**src/rtl/serial_add_sub_unit_if.sv**
```systemverilog
// serial_add_sub_unit_if: operand/result valid-ready bundle for the serial add/sub unit
interface serial_add_sub_unit_if #(parameter int WIDTH = 8);
  logic in_valid, in_ready, op, out_valid, out_ready, overflow;
  logic [WIDTH-1:0] a, b;
  logic [WIDTH:0] sum;
  modport master(output in_valid, a, b, op, out_ready, input in_ready, out_valid, sum, overflow);
  modport slave(input in_valid, a, b, op, out_ready, output in_ready, out_valid, sum, overflow);
endinterface

```
**src/rtl/serial_add_sub_unit.sv**
```systemverilog
// serial_add_sub_unit: multi-cycle a +/- b over WIDTH bits, CHUNK bits per clock,
// carry held in a register between chunks; valid/ready on both sides.
module serial_add_sub_unit #(
  parameter int WIDTH = 8,
  parameter int CHUNK = 1
) (
  input logic clk,
  input logic rst_n,
  serial_add_sub_unit_if.slave io
);
  localparam int NCH = WIDTH / CHUNK;
  localparam int CW = NCH > 1 ? $clog2(NCH) : 1;
  if (WIDTH < 2 || WIDTH % CHUNK != 0) begin : g_bad_params
    $error("serial_add_sub_unit: WIDTH must be >= 2 and a multiple of CHUNK");
  end
  typedef enum logic [1:0] {IDLE, RUN, DONE} state_t;
  state_t state;
  logic [WIDTH-1:0] a_r, b_r;
  logic [WIDTH:0] sum_r;
  logic [CW-1:0] cnt;
  logic [CHUNK:0] part;
  logic carry, in_ready_r, out_valid_r, ovf_r, msb_cin;
  assign part = {1'b0, a_r[cnt*CHUNK +: CHUNK]} + {1'b0, b_r[cnt*CHUNK +: CHUNK]} + (CHUNK+1)'(carry);
  // only meaningful on the last chunk: recovers the carry into the MSB from its sum bit
  assign msb_cin = a_r[WIDTH-1] ^ b_r[WIDTH-1] ^ part[CHUNK-1];
  always_ff @(posedge clk or negedge rst_n)
    if (!rst_n) begin
      state <= IDLE;
      in_ready_r <= 1'b1;
      out_valid_r <= 1'b0;
      sum_r <= '0;
      ovf_r <= 1'b0;
      carry <= 1'b0;
      cnt <= '0;
      a_r <= '0;
      b_r <= '0;
    end else
      case (state)
        IDLE: if (io.in_valid) begin
          a_r <= io.a;
          b_r <= io.op ? ~io.b : io.b;
          carry <= io.op;
          cnt <= '0;
          in_ready_r <= 1'b0;
          state <= RUN;
        end
        RUN: begin
          sum_r[cnt*CHUNK +: CHUNK] <= part[CHUNK-1:0];
          carry <= part[CHUNK];
          cnt <= cnt + 1'b1;
          if (cnt == CW'(NCH - 1)) begin
            sum_r[WIDTH] <= part[CHUNK];
            ovf_r <= msb_cin ^ part[CHUNK];
            out_valid_r <= 1'b1;
            state <= DONE;
          end
        end
        DONE: if (io.out_ready) begin
          out_valid_r <= 1'b0;
          in_ready_r <= 1'b1;
          state <= IDLE;
        end
        default: state <= IDLE;
      endcase
  assign io.in_ready = in_ready_r;
  assign io.out_valid = out_valid_r;
  assign io.sum = sum_r;
  assign io.overflow = ovf_r;
endmodule

```
**src/flat_wrapper.sv**
```systemverilog
// flat-port wrapper written by rule: the top's interface ports become plain ports
module serial_add_sub_unit_flat 
#(
  parameter int WIDTH = 8,
  parameter int CHUNK = 1
)
  (clk, rst_n, io_in_valid, io_a, io_b, io_op, io_out_ready, io_in_ready, io_out_valid, io_sum, io_overflow);
  serial_add_sub_unit_if #(.WIDTH(WIDTH)) io_i ();
  input logic clk;
  input logic rst_n;
  input wire logic [$bits(io_i.in_valid)-1:0] io_in_valid;
  input wire logic [$bits(io_i.a)-1:0] io_a;
  input wire logic [$bits(io_i.b)-1:0] io_b;
  input wire logic [$bits(io_i.op)-1:0] io_op;
  input wire logic [$bits(io_i.out_ready)-1:0] io_out_ready;
  output wire logic [$bits(io_i.in_ready)-1:0] io_in_ready;
  output wire logic [$bits(io_i.out_valid)-1:0] io_out_valid;
  output wire logic [$bits(io_i.sum)-1:0] io_sum;
  output wire logic [$bits(io_i.overflow)-1:0] io_overflow;
  assign io_i.in_valid = io_in_valid;
  assign io_i.a = io_a;
  assign io_i.b = io_b;
  assign io_i.op = io_op;
  assign io_i.out_ready = io_out_ready;
  assign io_in_ready = io_i.in_ready;
  assign io_out_valid = io_i.out_valid;
  assign io_sum = io_i.sum;
  assign io_overflow = io_i.overflow;
  serial_add_sub_unit #(.WIDTH(WIDTH), .CHUNK(CHUNK)) u_core (.clk(clk), .rst_n(rst_n), .io(io_i));
endmodule
```
**config.mk**
```make
export PLATFORM = sky130hd
export DESIGN_NAME = serial_add_sub_unit_flat
export DESIGN_NICKNAME = d
export VERILOG_FILES = /design/src/rtl/serial_add_sub_unit_if.sv /design/src/rtl/serial_add_sub_unit.sv /design/src/flat_wrapper.sv
export SDC_FILE = /design/constraint.sdc
export NUM_CORES = 1
export LEC_CHECK = 0
export BUFFER_PORTS_ARGS = -buffer_cell sky130_fd_sc_hd__buf_2
export CORE_AREA = 2 2 71 73
export DETAILED_ROUTE_END_ITERATION = 8
export DIE_AREA = 0 0 73 75
export GPL_TIMING_DRIVEN = 0
export PLACE_DENSITY = 0.69
export SYNTH_ARGS = -nofsm -noshare
export SYNTH_HDL_FRONTEND = slang
export SYNTH_SLANG_ARGS = --single-unit
```
**constraint.sdc**
```tcl
create_clock -name clk -period 2.7 [get_ports clk]
set_input_delay 0.135 -clock clk [delete_from_list [all_inputs] [get_ports clk]]
set_output_delay 0.135 -clock clk [all_outputs]
set_load 0.03 [all_outputs]
```
==> impl_metrics.py <==
metrics = {
    "sta": {
        "rsz0062_at_grt": "no",
        "relSlewSlack_pct": 49.9,
        "finClkSkew_ps": 7.66,
        "final_max_slew_viol_count": 0,
        "worst_pin_slew_ps": 751,
        "hold_violations": 0,
        "fmax_mhz": 402,
        "setup_tns_ps": 0,
        "setup_viol": 0,
        "hold-worst-slack_ps": 46.6,
        "min_period_ps": 2490,
        "period_share_pct": 92.2,
    },
    "pwr": {
        "intPower_w": 0.00162,
        "p_per_area_nw_per_um2": 1280,
        "p_switching_w": 0.00113,
        "ir_drop_v": 0.000581,
        "p_seq_share_pct": 31.2,
        "p_sw_share_pct": 41.0,
        "p_total_w": 0.00275,
        "clkPwrFrac_pct": 12.9,
        "comb_power_share_pct": 56.0,
        "power_leakage_nw": 1.00,
    },
    "min_path": {
        "hold_path_class": "primary input to flip-flop",
    },
    "grt": {
        "grt_pass1_vias": 1269,
        "overflow": 0,
        "grt_pass1_wl_mm": 5.61,
        "grt_max_degree": 35,
        "antenna_found_initial": 0,
        "grt_usage_pct": 13.8,
    },
    "job": {
        "drv_cap": 0,
    },
    "worst_setup_path": {
        "criticalPathCategory": "flip-flop to flip-flop",
        "cp.arrival_ps": 2660,
        "required_ps": 2870,
        "end_kind": "flip-flop",
        "worstSetupStartpointType": "flip-flop",
        "crit_path_max_fanout": 10,
    },
    "logic_synthesis": {
        "synth_warnings": 0,
        "synthArstFlopShare_pct": 100,
        "yosys_register_bits": 34,
        "synth_top_area_share_pct": 45.1,
        "ys_top_cells_by_count": "dfrtp_1, nor2_1, mux2_2",
        "netlist_area_um2": 1830,
        "yosysMostFrequentCell": "dfrtp_1",
        "syn-mean-instance-area_um2": 11.6,
        "syn_inst": 158,
        "synth_edf_count": 0,
        "synth_ff_type": "dfrtp_1",
        "synth_cell_type_count": 38,
        "syn_nets": 187,
        "synth_top_area_cell": "dfrtp_1",
        "synth_area_leaders": "dfrtp_1, mux2_2, mux4_1, xnor2_1, ha_1",
        "ys_seq_area_share_pct": 46.5,
    },
    "finish": {
        "fin_util_pct": 46.0,
        "drive_gt1_share_pct": 31.5,
        "fin_nets": 226,
        "fill_cells": 453,
        "antenna_cells": 0,
        "syn_to_final_growth_pct": 17.0,
        "instances_no_fill": 251,
    },
    "detailed_routing": {
        "vias_per_cell": 5.01,
        "routed_wl_mm": 3.23,
        "firstDrtPassIters": 4,
        "vias": 1258,
        "drc_errors": 0,
        "ant_nets": 0,
        "dr.first_iter.drc_count": 53,
        "routedWlPerCell_um": 12.9,
    },
    "floorplanning": {
        "die_y_um": 75,
        "core-area_um2": 4660,
        "die_w_um": 73,
        "rows": 25,
        "pin_count": 33,
        "start_util_pct": 39.3,
        "dieArea_um2": 5480,
    },
    "clocking": {
        "cts_root_buf": "clkbuf_8",
        "clk_pin_slew_ps": 70,
        "tritoncts": "yes",
        "clockBufferDepth": 2,
        "cts_max_level": 2,
        "clk-insertion-delay-late_ps": 290,
        "numCtsBuffers": 5,
        "cts.sinks": 34,
    },
    "placed_design": {
        "place_inst": 243,
        "dp_hpwl_mm": 2.42,
        "portBuffers": 31,
        "finalWeightedCongestion": 0.715,
    },
    "outcome": {
        "status": "complete, no violations",
    },
}
## through the flow
stage,instance area (µm²),worst slack [ps]
global placement,2050,214
CTS,2140,155
finish,2140,210
detailed placement,2050,166
global route,2140,24.4
floorplan,1830,407
## final timing paths
kind / start / slack, ps / cells after the start / to
max reg2reg: u_core.cnt[0] / 210 / 7 / u_core.io.overflow
min in group asynchronous: rst_n / 440 / 2 / u_core.io.sum[6]
max: u_core.cnt[0] / 210 / 7 / u_core.io.overflow
max in group asynchronous: rst_n / 1780 / 2 / u_core.a_r[3]
min: io_out_ready / 50 / 2 / u_core.state[1]
min reg2reg: u_core.io.overflow / 480 / 2 / u_core.io.overflow
## sequential cells by signal, indices dropped and copies added, names as in the netlist
signal and cells:
u_core.b_r 8, u_core.cnt 3, u_core.io.overflow 1, u_core.carry 1, u_core.io.in_ready 1, u_core.a_r 8
u_core.io.sum 9, u_core.state 2, u_core.io.out_valid 1
## layer usage
| metal | GRT usage, % | vias to the layer above | routed length (µm) |
|---|---|---|---|
| met4 | 8.02 | 0 | 79 |
| met2 | 23.5 | 29 | 1550 |
| li1 | - | 635 | - |
| met3 | 3.61 | 8 | 141 |
| met5 | 0 | - | 0 |
| met1 | 15.6 | 586 | 1460 |
## layout by cell type, fill, tap and decap left out, types with 2 or more instances in the layout
cell	n
nor4bb_1	3
xnor2_1	11
nor2b_1	2
clkbuf_8	5
nand2b_1	3
o31ai_1	2
o21ai_0	2
nand4_1	4
nor2_1	15
mux2i_1	3
clkinv_2	2
buf_2	34
a21oi_1	13
mux4_1	4
a22o_1	2
inv_1	8
nor3_1	2
clkbuf_1	2
ha_1	7
buf_4	2
nand2_1	6
mux2_2	14
dfrtp_1	33
## power groups by stage
stage / Combinational (W) / Sequential [W] / Clock, W
after floorplan: 0.00111 / 0.000962 / 0
after global placement: 0.00154 / 0.000857 / 0
after detailed placement: 0.00156 / 0.000866 / 0
after CTS: 0.00157 / 0.000857 / 0.000370
after global routing: 0.00171 / 0.000883 / 0.000386
final: 0.00154 / 0.000856 / 0.000353
## cell type report
cell class / instances / area, µm² / area share, %
plain buffers: 8 / 48.8 / 2.28
clock buffers: 5 / 68.8 / 3.21
clock inverters: 2 / 10.0 / 0.467
inverters: 8 / 30.0 / 1.40
multi-input cells: 108 / 900 / 42.0
flip-flops and latches: 34 / 852 / 39.8
well taps: 54 / 67.6 / 3.15
repair buffers: 32 / 165 / 7.71
## critical path: stages (launching register included)
cell and delay [ps]:
dfrtp_1 420, buf_6 170, mux4_1 550, mux2i_1 200, fa_1 550, xnor2_1 230, xnor2_1 150, o21ai_0 90
## timing repair
item                                   4_1_cts  5_1_grt
setup buffers                                0        0
gates resized for setup                      0        0
endpoints found under the hold margin       33        0
hold buffers                                 1        0
## cell families (layout without fill, tap and decap cells)
| kind of cell | Yosys count | in the layout | synth area share, % |
|---|---|---|---|
| mux | 21 | 21 | 16.0 |
| flops | 34 | 34 | 46.5 |
| compound gates | 25 | 25 | 8.61 |
| fa+ha+maj | 8 | 8 | 5.88 |
| buf+inv | 16 | 55 | 4.31 |
| simple gates | 43 | 43 | 13.4 |
| xor+xnor | 11 | 11 | 5.26 |
Power figures use the tool's default switching activity.
